$ cat config.mk
export PLATFORM = sky130hd
export DESIGN_NAME = mem_access
export DESIGN_NICKNAME = d
export VERILOG_FILES = /design/src/rtl/mem_access_pkg.sv /design/src/rtl/mem_wb_reg.sv /design/src/rtl/mem_access.sv
export SDC_FILE = /design/constraint.sdc
export NUM_CORES = 1
export LEC_CHECK = 0
export BUFFER_PORTS_ARGS = -buffer_cell sky130_fd_sc_hd__buf_2
export CORE_MARGIN = 2
export CORE_UTILIZATION = 45
export CTS_BUF_LIST = sky130_fd_sc_hd__clkbuf_8
export DETAILED_ROUTE_END_ITERATION = 8
export PLACE_DENSITY = 0.75
export SYNTH_ARGS = -nofsm -noshare
export SYNTH_HDL_FRONTEND = slang
export SYNTH_SLANG_ARGS = --single-unit
$ cat constraint.sdc
create_clock -name clk -period 2.6 [get_ports clk]
set_input_delay 0.13 -clock clk [delete_from_list [all_inputs] [get_ports clk]]
set_output_delay 0.13 -clock clk [all_outputs]
set_load 0.03 [all_outputs]
$ cat src/rtl/mem_access_pkg.sv
// Shared types and constants for the memory-access stage: data widths,
// FSM state encoding and the MEM/WB payload layout.
package mem_access_pkg;

  localparam int INST_WIDTH = 32;
  localparam logic [INST_WIDTH-1:0] ZERO_WORD = '0;
  localparam logic FUN_DISABLE = 1'b0;
  localparam int MEM_TIMEOUT = 255;

  typedef enum logic [1:0] {
    ST_IDLE = 2'd0,
    ST_REQ  = 2'd1,
    ST_WAIT = 2'd2,
    ST_DONE = 2'd3
  } mem_state_e;

  typedef struct packed {
    logic [INST_WIDTH-1:0] mem_rdata;
    logic [INST_WIDTH-1:0] alu_result;
    logic [4:0]            reg_waddr;
    logic                  mem2reg;
    logic                  reg_wena;
    logic                  misalign;
    logic                  bus_err;
  } mem_wb_t;

endpackage

$ cat src/rtl/mem_wb_reg.sv
// MEM/WB pipeline register: captures the write-back payload when load is high,
// otherwise holds; clears asynchronously on reset.
module mem_wb_reg
  import mem_access_pkg::*;
(
  input  logic    clk,
  input  logic    rst,
  input  logic    load,
  input  mem_wb_t d,
  output mem_wb_t q
);

  always_ff @(posedge clk or negedge rst) begin
    if (!rst) begin
      q <= '0;
    end else if (load) begin
      q <= d;
    end
  end

endmodule

$ cat src/rtl/mem_access.sv
// Memory-access stage: word loads/stores over a req/gnt/rvalid bus with an
// abort timer, upstream stall generation, branch resolution and MEM/WB update.
module mem_access
  import mem_access_pkg::*;
#(
  parameter int TIMEOUT = MEM_TIMEOUT
) (
  input  logic                  clk,
  input  logic                  rst,
  input  logic [INST_WIDTH-1:0] pcWithImm,
  input  logic                  zero,
  input  logic [INST_WIDTH-1:0] alu_result,
  input  logic                  branch,
  input  logic                  mem_rena,
  input  logic                  mem_wena,
  input  logic                  mem2reg,
  input  logic                  reg_wena,
  input  logic [INST_WIDTH-1:0] reg2_data,
  input  logic [4:0]            reg_waddr,
  output logic                  dmem_req,
  output logic                  dmem_we,
  output logic [INST_WIDTH-1:0] dmem_addr,
  output logic [INST_WIDTH-1:0] dmem_wdata,
  input  logic                  dmem_gnt,
  input  logic                  dmem_rvalid,
  input  logic [INST_WIDTH-1:0] dmem_rdata,
  output logic                  stall,
  output logic                  pc_src,
  output logic [INST_WIDTH-1:0] pc_target,
  output logic [INST_WIDTH-1:0] mem_rdata_o,
  output logic [INST_WIDTH-1:0] alu_result_o,
  output logic                  mem2reg_o,
  output logic                  reg_wena_o,
  output logic                  misalign_o,
  output logic                  bus_err_o,
  output logic [4:0]            reg_waddr_o,
  output mem_state_e            dbg_state
);

  localparam logic [7:0] TMO_LAST = 8'(TIMEOUT - 1);

  mem_state_e            state, state_nxt;
  logic [7:0]            cnt;
  logic [INST_WIDTH-1:0] addr_q, wdata_q, rdata_q;
  logic                  we_q, err_q;
  logic                  access, misaligned, start, tmo_hit, abort;
  logic                  in_done, wb_load;
  mem_wb_t               wb_d, wb_q;

  assign access     = mem_rena | mem_wena;
  assign misaligned = (alu_result[1:0] != 2'b00);
  assign start      = access & ~misaligned;
  assign tmo_hit    = (cnt == TMO_LAST);

  // Bus handshake: dmem_req stays high in REQ until dmem_gnt; dmem_rvalid is only
  // honoured in WAIT. A response arriving on the timeout cycle still wins.
  always_comb begin
    state_nxt = state;
    abort     = 1'b0;
    case (state)
      ST_IDLE: if (start) state_nxt = ST_REQ;
      ST_REQ: begin
        if (dmem_gnt) begin
          state_nxt = we_q ? ST_DONE : ST_WAIT;
        end else if (tmo_hit) begin
          state_nxt = ST_DONE;
          abort     = 1'b1;
        end
      end
      ST_WAIT: begin
        if (dmem_rvalid) begin
          state_nxt = ST_DONE;
        end else if (tmo_hit) begin
          state_nxt = ST_DONE;
          abort     = 1'b1;
        end
      end
      ST_DONE: state_nxt = ST_IDLE;
      default: state_nxt = ST_IDLE;
    endcase
  end

  always_ff @(posedge clk or negedge rst) begin
    if (!rst) begin
      state   <= ST_IDLE;
      cnt     <= 8'd0;
      addr_q  <= ZERO_WORD;
      wdata_q <= ZERO_WORD;
      rdata_q <= ZERO_WORD;
      we_q    <= FUN_DISABLE;
      err_q   <= 1'b0;
    end else begin
      state <= state_nxt;
      case (state)
        ST_IDLE: begin
          if (start) begin
            addr_q  <= {alu_result[INST_WIDTH-1:2], 2'b00};
            wdata_q <= reg2_data;
            we_q    <= mem_wena;
            rdata_q <= ZERO_WORD;
            err_q   <= 1'b0;
            cnt     <= 8'd0;
          end
        end
        ST_REQ, ST_WAIT: begin
          cnt <= cnt + 8'd1;
          if (abort) err_q <= 1'b1;
          if (state == ST_WAIT && dmem_rvalid) rdata_q <= dmem_rdata;
        end
        ST_DONE: we_q <= FUN_DISABLE;
        default: ;
      endcase
    end
  end

  assign dmem_req   = (state == ST_REQ);
  assign dmem_we    = we_q;
  assign dmem_addr  = addr_q;
  assign dmem_wdata = wdata_q;
  assign stall      = (state == ST_REQ) | (state == ST_WAIT) | ((state == ST_IDLE) & start);
  assign pc_src     = branch & zero & (state == ST_IDLE);
  assign pc_target  = pcWithImm;
  assign dbg_state  = state;

  // EX/MEM is held for the whole transaction, so its fields are still valid in DONE.
  assign in_done = (state == ST_DONE);
  assign wb_load = ((state == ST_IDLE) & ~start) | in_done;

  always_comb begin
    wb_d            = '0;
    wb_d.mem_rdata  = (in_done & ~err_q) ? rdata_q : ZERO_WORD;
    wb_d.alu_result = alu_result;
    wb_d.reg_waddr  = reg_waddr;
    wb_d.mem2reg    = mem2reg;
    wb_d.misalign   = ~in_done & access & misaligned;
    wb_d.bus_err    = in_done & err_q;
    wb_d.reg_wena   = reg_wena & ~wb_d.misalign & ~wb_d.bus_err;
  end

  mem_wb_reg u_mem_wb_reg (
    .clk  (clk),
    .rst  (rst),
    .load (wb_load),
    .d    (wb_d),
    .q    (wb_q)
  );

  assign mem_rdata_o  = wb_q.mem_rdata;
  assign alu_result_o = wb_q.alu_result;
  assign reg_waddr_o  = wb_q.reg_waddr;
  assign mem2reg_o    = wb_q.mem2reg;
  assign reg_wena_o   = wb_q.reg_wena;
  assign misalign_o   = wb_q.misalign;
  assign bus_err_o    = wb_q.bus_err;

endmodule

==> results.md <==
- Run status: complete, no violations
- Diode count: 0
- Fin. max-slew vios: 0
- Max VDD drop: between 0.9 and 1 mV
- Min-delay src: dmem_rdata[3]
- Gr usage total: between 20 and 25%
- Endpoint type of the worst setup path: primary output
- Synth area leaders: dfrtp_1, mux2_1, a22o_1
- Data arrival, critical path: between 2000 and 2500 ps
- Avg Inst Size Synth: roughly 12 sq um
- HPWL after DPL: ~14 mm
- Multiplexer share of the synthesized area: between 10% and 20%
- Int Pwr: 7590 uW
- DR vias/cell: roughly 5.6
- LEAKAGE: between 0.005 and 0.006 uW
- Root buf cell: clkbuf_8
- Post-Synth XOR/XNOR Area: less than 1%
- Setup_tns: 0 ps
- Post-synth top flop: dfrtp_1
- IO Count: 318
- Synth Cell Area: 8100 sq um
- F_max: around 430 MHz
- Final Setup Violations: 0
- Starting Density: roughly 46%
- Post-synthesis adder-cell area fraction: approximately 1.2%
- Setup Skew: ~12 ps
- Sequential cell area fraction in the yosys report: a little under three fifths
- Synth unique cells: 45
- DP Cell Count: roughly 1100
- Ys Warns: 0
- DR pass1 iterations: 5
- Post-synthesis compound-gate area fraction: 15.6%
- Slew headroom: approximately half
- Setup WS post-layout: 254 ps
- Min cycle time layout: between 2000 and 2500 ps
- Post-synth top area share: 55.3%
- Clock transition at path regs: 100 ps
- GPL Wtd Cong: 0.813
- Clk pwr share: 13.5%
- Vias in the first global route: 6607
- Number of flops mapped to enable cells by yosys: 0
- Proportion of power drawn by flip-flops and latches: approximately a third
- Largest family of logic cells by synthesized area: compound AO/OA/AOI/OAI gates
- Type of the worst setup path: reg2out
- R2r startpoint: dbg_state[0]
- Die X: 138 um
- Area growth, synth to finish: 31.3%
- Worst setup path startpoint: dbg_state[0]
- Hold violation count in the final report: 0
- RSZ-0062 raised after global routing: no
- Worst skew pair latency: 470 ps
- Cells after Synth: between 600 and 700
- Number of synthesized register bits: 179
- Slew @ Worst Pin: a little over 700 ps
- H-tree Lvls: 4
- Post-route ant nets: 0
- Hold Worst Slack: between 20 and 30 ps
- Clk buf depth: 2
- Crit-path max FO: 45
- Post-Layout Cell Count: 1196
- Share of cells above drive strength 1: 32.1%
- CTS tree: built
- Cell taking the most area after synthesis: dfrtp_1
- Clock Sinks: between 150 and 200
- Number of DRC markers in iteration 0: 431
- Port Buffers: 251
- Die area: about 19000 sq um
- Synth Area in Simple Gates: 7.48%
- Switching Fraction: 47.8%
- Residual DRC count: 0
- Startpoint types: register
- Core footprint: 17800 sq um
- Net Switching: between 6000 and 7000 uW
- Largest net degree at the start of global routing: 83
- Gr ovfl total: 0
- WP data required: around 2500 ps
- Final period utilization: about nine tenths
- Hold Crit Class: in2reg
- Rows: slightly below 50
- Via count: 6681
- Initial antenna violation count: 1
- Global-route wire length before repair: between 30 and 40 mm
- WL final: around 22 mm
- DP Worst Slack: around 380 ps
- Die Ht: 138 um
- Layout Utilization: between 50% and 60%
- Avg WL per Cell: between 15 and 20 um
- PwrDens: around 1400 nW/um^2
- Nets: ~1100
- Comb pwr share: ~52%
- TritonCTS buffer count: 17
- Max Cap Violations: 0
- FFs w/ async S/R, synth: 100%
==> repair_timing <==
item / 4_1_cts / 5_1_grt
buffers inserted: 0 / 0
setup endpoints to repair: 0 / 0
hold buffers: 82 / 0
resized for setup: 0 / 0
hold endpoints to repair: 156 / 0
==> worst max-delay path, cell delays in order, from the launching register on <==
cell and delay (ps):
dfrtp_1 440, inv_1 180, ha_2 250, buf_4 460, and3_1 230, buf_2 190
==> layout make-up <==
class                   instances  area (sq um)
flip-flops and latches        179          4480
fillers                      1415          7140
inverters                      10          37.5
clock inverters                14           178
clock buffers                  18           248
well taps                     229           287
multi-input cells             396          3130
repair buffers                350          2270
==> cells by family after synthesis <==
kind of cell	Yosys count
buf+inv	93
mux	101
compound gates	160
simple gates	124
xor+xnor	1
flops	179
fa+ha+maj	8
other cells	1
==> final timing paths <==
check	to	slack, ps	depth (start not counted)
max in group asynchronous	rdata_q[16]	1660	3
setup / recovery	pc_src	250	5
hold / removal	rdata_q[3]	30	3
hold reg to reg	dmem_addr[10]	500	1
setup reg to reg	rdata_q[11]	330	7
min in group asynchronous	u_mem_wb_reg.q[46]	160	2
==> stage by stage <==
stage	total power (uW)	instance area [sq um]
floorplan	10300	8100
global placement	12300	9390
detailed placement	12500	9390
CTS	14500	10600
global route	15400	10600
finish	14500	10600
==> power groups by stage <==
| stage | combinational (uW) | sequential [uW] | clock [uW] |
|---|---|---|---|
| after floorplan | 3280 | 6990 | 0 |
| after global placement | 7310 | 4950 | 0 |
| after detailed placement | 7470 | 5010 | 0 |
| after CTS | 7570 | 4960 | 2020 |
| after global routing | 8070 | 5180 | 2120 |
| final | 7580 | 5010 | 1960 |
==> layer usage <==
metal / GRT usage (%) / vias up / share of wire (%)
met5: 0 / - / 0.050
met4: 7.09 / 2 / 2.4
met3: 5.30 / 52 / 6.2
met2: 39.4 / 295 / 50
met1: 28.7 / 3322 / 41
li1: - / 3010 / -
==> state kept, by name (all words and copies together) (netlist names) <==
name,count
cnt,8
dbg_state,2
dmem_addr,30
dmem_wdata,32
dmem_we,1
err_q,1
rdata_q,32
u_mem_wb_reg.q,73
==> cells in the final DEF, fill, tap and decap left out, types with 3 or more instances in the layout <==
| master | n |
|---|---|
| a221o_1 | 32 |
| buf_4 | 12 |
| dlygate4sd3_1 | 82 |
| inv_1 | 9 |
| dfrtp_1 | 179 |
| a311oi_1 | 4 |
| or4_1 | 3 |
| mux2_1 | 100 |
| a22o_1 | 67 |
| clkbuf_8 | 18 |
| o21ai_1 | 6 |
| nand4_1 | 5 |
| a31oi_1 | 3 |
| clkinv_8 | 5 |
| inv_8 | 4 |
| ha_1 | 7 |
| nor2_1 | 14 |
| buf_12 | 5 |
| a21oi_1 | 36 |
| buf_2 | 250 |
| nand2_1 | 45 |
| o21ai_0 | 3 |
| nand3_1 | 39 |
==> cells in the mapped netlist (2+ instances only) <==
cell type and n:
o21ai_0 3, and3_1 2, a22o_1 67, or4_1 3
nand2_1 45, inv_1 9, buf_4 34, nand3_1 39
nand4_1 5, buf_1 6, nor2_4 2, a21oi_1 36
o21ai_1 6, nor3b_1 2, a31oi_1 3, o22ai_1 2
dfrtp_1 179, a311oi_1 4, ha_1 8, mux2_1 100
clkbuf_1 24, o211ai_1 2, buf_2 19, a221o_1 32
nor2_1 14, nand4b_1 2
(Power assumes the default switching activity.)
